<file path="config.mk">
export PLATFORM = sky130hd
export DESIGN_NAME = can_rx_destuff_ctrl
export DESIGN_NICKNAME = d
export VERILOG_FILES = /design/src/rtl/can_rx_destuff_ctrl.sv
export SDC_FILE = /design/constraint.sdc
export NUM_CORES = 1
export LEC_CHECK = 0
export BUFFER_PORTS_ARGS = -buffer_cell sky130_fd_sc_hd__buf_2
export CORE_MARGIN = 5
export CORE_UTILIZATION = 41
export DETAILED_ROUTE_END_ITERATION = 10
export GPL_TIMING_DRIVEN = 1
export PLACE_DENSITY = 0.58
export SYNTH_ARGS = -nofsm -noshare
export SYNTH_HDL_FRONTEND = slang
export SYNTH_SLANG_ARGS = --single-unit
</file>
<file path="constraint.sdc">
create_clock -name CLK -period 2.8 [get_ports CLK]
set_input_delay 0.56 -clock CLK [delete_from_list [all_inputs] [get_ports CLK]]
set_output_delay 0.56 -clock CLK [all_outputs]
set_load 0.01 [all_outputs]
</file>
<file path="src/rtl/can_rx_destuff_ctrl.sv">
// CAN receive bit destuffing sequencer: SOF detection, stuff-bit removal, stuff-error flagging.
// Optional DESTUFF_STATS_EN adds saturating stuff-bit and stuff-error counters.
module can_rx_destuff_ctrl #(
  parameter int STUFF_LEN = 5,
  parameter int IDLE_LEN  = 11,
  parameter int CNT_W     = 4
) (
  input  logic        CLK,
  input  logic        RST,
  input  logic        sample_en,
  input  logic        rx_bit,
  input  logic        stuff_en,
  input  logic        frame_done,
  output logic        bit_out,
  output logic        bit_valid,
  output logic        sof,
  output logic        stuff_err,
  output logic        busy,
  output logic [1:0]  state
`ifdef DESTUFF_STATS_EN
  ,
  output logic [15:0] stuff_bit_cnt,
  output logic [15:0] stuff_err_cnt
`endif
);

  // state   | meaning
  // IDLE    | bus idle, waiting for a dominant SOF bit
  // ACTIVE  | inside stuffed region, counting runs and removing stuff bits
  // NOSTUFF | past the stuffed region, bits pass straight through
  // ERROR   | stuff error seen, waiting for IDLE_LEN recessive bits
  typedef enum logic [1:0] {
    ST_IDLE    = 2'd0,
    ST_ACTIVE  = 2'd1,
    ST_NOSTUFF = 2'd2,
    ST_ERROR   = 2'd3
  } state_t;

  localparam logic [CNT_W-1:0] CNT_ONE = CNT_W'(1);
  localparam logic [CNT_W-1:0] STUFF_L = CNT_W'(STUFF_LEN);
  localparam logic [CNT_W-1:0] IDLE_L  = CNT_W'(IDLE_LEN);

  state_t           state_q, state_d;
  logic             last_bit, last_bit_d;
  logic [CNT_W-1:0] run_cnt, run_cnt_d;
  logic [CNT_W-1:0] idle_cnt, idle_cnt_d;
  logic             bit_out_d, bit_valid_d, sof_d, stuff_err_d;
  logic             stuff_drop;

  always_ff @(posedge CLK or posedge RST) begin
    if (RST) begin
      state_q   <= ST_IDLE;
      last_bit  <= 1'b1;
      run_cnt   <= '0;
      idle_cnt  <= '0;
      bit_out   <= 1'b0;
      bit_valid <= 1'b0;
      sof       <= 1'b0;
      stuff_err <= 1'b0;
    end else begin
      state_q   <= state_d;
      last_bit  <= last_bit_d;
      run_cnt   <= run_cnt_d;
      idle_cnt  <= idle_cnt_d;
      bit_out   <= bit_out_d;
      bit_valid <= bit_valid_d;
      sof       <= sof_d;
      stuff_err <= stuff_err_d;
    end
  end

  always_comb begin
    state_d     = state_q;
    last_bit_d  = last_bit;
    run_cnt_d   = run_cnt;
    idle_cnt_d  = idle_cnt;
    bit_out_d   = bit_out;
    bit_valid_d = 1'b0;
    sof_d       = 1'b0;
    stuff_err_d = 1'b0;
    stuff_drop  = 1'b0;

    // frame_done wins over a coincident sample, except while recovering from an error
    if (frame_done && (state_q != ST_ERROR)) begin
      state_d   = ST_IDLE;
      run_cnt_d = '0;
    end else if (sample_en) begin
      case (state_q)
        ST_IDLE: begin
          if (!rx_bit) begin
            state_d     = ST_ACTIVE;
            bit_out_d   = 1'b0;
            bit_valid_d = 1'b1;
            sof_d       = 1'b1;
            last_bit_d  = 1'b0;
            run_cnt_d   = CNT_ONE;
          end
        end
        ST_ACTIVE: begin
          // a pending stuff bit is checked even once stuff_en has dropped
          if (run_cnt == STUFF_L) begin
            if (rx_bit != last_bit) begin
              stuff_drop = 1'b1;
              last_bit_d = rx_bit;
              run_cnt_d  = CNT_ONE;
            end else begin
              stuff_err_d = 1'b1;
              state_d     = ST_ERROR;
              idle_cnt_d  = rx_bit ? CNT_ONE : '0;
            end
          end else if (stuff_en) begin
            bit_out_d   = rx_bit;
            bit_valid_d = 1'b1;
            if (rx_bit == last_bit) begin
              run_cnt_d = run_cnt + CNT_ONE;
            end else begin
              run_cnt_d  = CNT_ONE;
              last_bit_d = rx_bit;
            end
          end else begin
            state_d     = ST_NOSTUFF;
            bit_out_d   = rx_bit;
            bit_valid_d = 1'b1;
          end
        end
        ST_NOSTUFF: begin
          bit_out_d   = rx_bit;
          bit_valid_d = 1'b1;
        end
        ST_ERROR: begin
          if (rx_bit) begin
            idle_cnt_d = (idle_cnt >= IDLE_L) ? IDLE_L : idle_cnt + CNT_ONE;
            if (idle_cnt_d == IDLE_L) state_d = ST_IDLE;
          end else begin
            idle_cnt_d = '0;
          end
        end
        default: state_d = ST_IDLE;
      endcase
    end
  end

  assign state = state_q;
  assign busy  = (state_q != ST_IDLE);

`ifdef DESTUFF_STATS_EN
  always_ff @(posedge CLK or posedge RST) begin
    if (RST) begin
      stuff_bit_cnt <= '0;
      stuff_err_cnt <= '0;
    end else begin
      if (stuff_drop && (stuff_bit_cnt != 16'hFFFF)) stuff_bit_cnt <= stuff_bit_cnt + 16'd1;
      if (stuff_err_d && (stuff_err_cnt != 16'hFFFF)) stuff_err_cnt <= stuff_err_cnt + 16'd1;
    end
  end
`endif

endmodule

</file>
### Word-level counts from Yosys, hierarchy flattened

Index checks and enable logic that the tools add are counted.

| word-level totals | value |
|---|---|
| latch bits | 0 |
| logic and storage cells | 92 |
| input bits | 6 |
| bits in writable memories | 0 |
| ROM bits | 0 |
| output and inout port bits | 7 |
| register bits | 15 |
| memories | 0 |

| operators by class | value |
|---|---|
| mux-type cells | 44 |
| div/mod/pow operators | 0 |
| multiply operators | 0 |
| $add $sub $neg | 2 |
| $lt $le $gt $ge | 1 |
| equality and inequality tests | 22 |
| reductions and logical operators | 14 |
| shift operators | 0 |
| bitwise gates (word level) | 1 |

Operators with widths:

| operator | number |
|---|---|
| 4-bit two-way mux | 11 |
| 1-bit two-way mux | 19 |
| 3-bit != test (second input constant) | 6 |
| 2-bit two-way mux | 8 |
| 4-bit != test (second input constant) | 4 |
| 4-bit case mux with 2 select lines | 2 |
| 5-bit AND reduction | 3 |
| 7-bit AND reduction | 2 |
| 2-bit != test (second input constant) | 5 |
| 4-bit by 1-bit adder with 4-bit output (second input constant) | 2 |
| 2-bit nonzero test | 4 |
| 1-bit case mux with 3 select lines | 2 |
| 2-bit case mux with 3 select lines | 1 |
| 3-bit nonzero test | 2 |
| 2-bit == test (second input constant) | 2 |
| 4-bit by 3-bit == test with 1-bit output (second input constant) | 1 |
| 4-bit == test (second input constant) | 1 |
| 4-bit >= comparator (second input constant) | 1 |
| 4-bit nonzero test | 1 |
| 2-bit by 1-bit == test with 1-bit output (second input constant) | 1 |
| 2-bit logical NOT | 1 |
| 1-bit case mux with 2 select lines | 1 |
| 1-bit == test | 1 |
| 1-bit logical AND | 1 |
| 2 further kinds | 2 |

### Logic depth before layout (Yosys ltp)

| logic depth | value |
|---|---|
| depth in word-level cells | 8 |
| depth in mapped cells | 8 |
| gate-level depth less buffers | 7 |

### Worst setup path before layout

Ideal clock, no wire load.

| timing | value |
|---|---|
| kind | register -> register |
| from | register state_q[1] (netlist: state[1]) |
| to | register idle_cnt[1] |
| stages on the path, launching flop included | 7 |
| period minus slack after synthesis | 1.802 ns |
| data arrival time | 1.674 ns |
| path slack | 0.998 ns |
| path buffers | 1 |
| cell sequence | dfrtp_1 > inv_1 > ha_1 > buf_4 > o21a_2 > a211oi_4 > mux2_1 |

| on the way | value |
|---|---|
| word-level cells in the longest chain between the ends | 4 |

RTL lines:

| what | line | RTL |
|---|---|---|
| from (decl) | 43 | `state_t state_q, state_d;` |
| from (signal assigned) | 61 | `state_q <= state_d;` |
| branches (longest 4 deep; another with 5-bit AND reduction) | n/a |  |
| to (signal assigned) | 64 | `idle_cnt <= idle_cnt_d;` |
| to (decl) | 46 | `logic [CNT_W-1:0] idle_cnt, idle_cnt_d;` |

Parallel ways; which one is timed is not known.
A chain may end at the register's enable or synchronous reset.

### Worst setup path after layout

Ends and elaborated chain as after synthesis.

==> metrics.md <==
| Metric | Value |
|---|---|
| Status | `complete, no violations` |
| # IOs | `13` |
| CP arrival | `2.13 ns` |
| RD Place Congestion | `0.861` |
| Post-Synth Simple-Gate Area | `18.5%` |
| RSZ-0062 raised after global routing | `false` |
| Crit-path cells | `inv_1, ha_1, nor2b_1, o21ai_1, a211oi_4, mux2_1` |
| Leading area contributor after synthesis | `dfrtp_1` |
| Initial antenna violation count | `0` |
| FP Rows | `18` |
| Final net count | `134` |
| Final Hold Viols | `0` |
| CTS tree | `yes` |
| DR vias/cell | `5.38` |
| Post-Synth XOR/XNOR Area | `2.47%` |
| DRT iter0 DRCs | `19` |
| Clock root cell | `clkbuf_4` |
| Worst setup SP type | `register` |
| Detail Route Antenna Nets | `0` |
| Grt met2 use | `21.1%` |
| Final worst path period share | `70.2%` |
| Top cell type's share of synthesized area | `34.6%` |
| Syn-to-layout area delta | `10.2%` |
| Number of max-cap violations | `0` |
| PostCTS Resize Cnt | `0` |
| Routed wire length | `2.03 mm` |
| Die span in y | `59.7 um` |
| Synth Area in Compound Gates | `22.8%` |
| N_diodes | `0` |
| CP peak stage delay | `0.42 ns` |
| Net Sw Frac | `37.8%` |
| Layout cells sized above 1 | `20.2%` |
| Rel. slew slack | `60.2%` |
| Mux cell area share after synthesis | `3.09%` |
| Buffer depth of the longest clock path | `2` |
| Met1 Track Usage GR | `16.4%` |
| Post CTS Setup Buffer Count | `0` |
| Fillers | `230` |
| Worst Path Buf+Inv | `1` |
| Reg power frac | `46.0%` |
| Hold_buf cts | `0` |
| Cell with the most instances after synthesis | `dfrtp_1` |
| H-tree Lvls | `1` |
| Gr usage total | `13.0%` |
| Sequential-to-total area share from yosys stat | `37.2%` |
| Die area | `0.00357 mm^2` |
| P per Cell Area | `569 mW/mm^2` |
| Synth Area in Adders | `9.88%` |
| CP Class | `reg2reg` |
| Initial Util | `42.1%` |
| Cell area after synthesis | `0.00101 mm^2` |
| Achievable frequency | `0.509 GHz` |
| Post-synth EDFFs | `0` |
| Post-synth top cells | `dfrtp_1, nand2_1, inv_1` |
| Combinational cell fraction of total power | `34.7%` |
| Setup crit end kind | `register` |
| CTS buffer count | `3` |
| HP Class | `in2async` |
| Max-slew violations | `0` |
| Sink Count | `15` |
| Final Skew | `0.00552 ns` |
| DR pass1 iterations | `4` |
| Final setup fails | `0` |
| Req. time, crit path | `2.96 ns` |
| Placement Setup Slack | `0.843 ns` |
| Cell-internal power | `0.000396 W` |
| Global-route wire length before repair | `3.42 mm` |
| Top Family by Delay on Critical Path | `flip-flops` |
| Maximum vdd drop | `0.323 mV` |
| Yosys cell types | `42` |
| Residual DRC | `0` |
| DP Wirelength | `1.63 mm` |
| Cells after Synth | `106` |
| GR peak layer | `met2` |
| Prevailing post-synth register cell | `dfrtp_1` |
| Worst Max-Slew Pin Slew | `0.597 ns` |
| Largest family of logic cells by synthesized area | `compound AO/OA/AOI/OAI gates` |
| Syn Nets | `120` |
| Yosys Warn Count | `0` |
| Tot Pwr | `0.000636 W` |
| Clk network pwr share | `19.3%` |
| Number of global-route vias before repair | `757` |
| Slowest-stage cell, CP | `dfrtp_1` |
| Sw power | `0.000240 W` |
| Grt total ovfl | `0` |
| Worst skew pair latency | `0.28 ns` |
| Final min period | `1.97 ns` |
| #FFs+latches synth | `15` |
| Crit path setup slack, layout | `0.834 ns` |
| Synth area leaders | `dfrtp_1, ha_1, nand2_1` |
| Pin count of the biggest net entering global routing | `16` |
| Die W | `59.7 um` |
| Leak pwr | `0.495 nW` |
| WL/cell | `13.6 um` |
| Via count | `801` |
| Ys async rst share | `100%` |
| Core Region | `0.00241 mm^2` |
| Syn avg cell area | `9.56 um^2` |
| Post-Route Setup TNS | `0 ns` |
| Met3 Usage GRT | `4.10%` |
| Worst-path clk slew | `0.09 ns` |
| CP Max Fanout | `9` |
| PortBufs | `12` |
## cell type report
type	count	area [um^2]	share of cell area [%]
inverter	11	41.3	3.70
timing repair buffer	12	60.1	5.38
clock buffer	4	26.3	2.35
sequential	15	377	33.7
multi-input combinational	77	576	51.5
tap	30	37.5	3.36
## cells by family after synthesis
family	count (synthesis)
DFF	15
muxes	3
xor gates and xnor gates	2
adders and majority gates	8
buffers and inverters	14
and+or+nand+nor	35
AOI/OAI and AO/OA	29
## flip-flops by register name (all words and copies together) (netlist names)
signal     cells
bit_out        1
sof            1
run_cnt        4
state          2
bit_valid      1
idle_cnt       4
last_bit       1
stuff_err      1
## routing by layer
layer | vias up | wire length (um)
li1 | 408 | -
met1 | 373 | 932
met2 | 18 | 966
met3 | 2 | 114
met4 | 0 | 15
met5 | - | 0
## power by group through the flow
| stage | clock (W) | combinational [W] | sequential, W |
|---|---|---|---|
| 3_3_place_gp | 0 | 0.000222 | 0.000294 |
| 3_5_place_dp | 0 | 0.000224 | 0.000296 |
| 5_1_grt | 0.000139 | 0.000251 | 0.000300 |
| 4_1_cts | 0.000130 | 0.000223 | 0.000293 |
| 6_report | 0.000123 | 0.000220 | 0.000293 |
| 2_1_floorplan | 0 | 0.000169 | 0.000293 |
## final timing paths
| check | start | to | slack (ns) | depth (start not counted) |
|---|---|---|---|---|
| worst max-delay path | state[1] | idle_cnt[1] | 0.83 | 6 |
| worst min-delay path | RST | idle_cnt[0] | 0.33 | 2 |
| worst max register to register | state[1] | idle_cnt[1] | 0.83 | 6 |
| worst min register to register | bit_out | bit_out | 0.50 | 2 |
| max in group asynchronous | RST | idle_cnt[1] | 2.08 | 2 |
| min in group CLK | bit_out | bit_out | 0.50 | 2 |
## placed cells by master (no fill, tap or decap), drive strengths merged, types with 4 or more instances in the layout
cell	Yosys	routed
nand2	12	12
buf	3	12
clkbuf	0	4
nand3	4	4
dfrtp	14	14
nor2	5	5
inv	11	11
ha	8	8
o21ai	8	8
## through the flow
| stage | std cells | instance area [um^2] | hold slack, ns | utilization, % |
|---|---|---|---|---|
| finish | 149 | 1120 | 0.329 | 46.4 |
| CTS | 149 | 1120 | 0.343 | 46.4 |
| global placement | 145 | 1090 | 0.464 | 45.3 |
| detailed placement | 145 | 1090 | 0.488 | 45.3 |
| global route | 149 | 1120 | 0.366 | 46.4 |
| floorplan | 106 | 1010 | 0.461 | - |
Power figures use the tool's default switching activity.
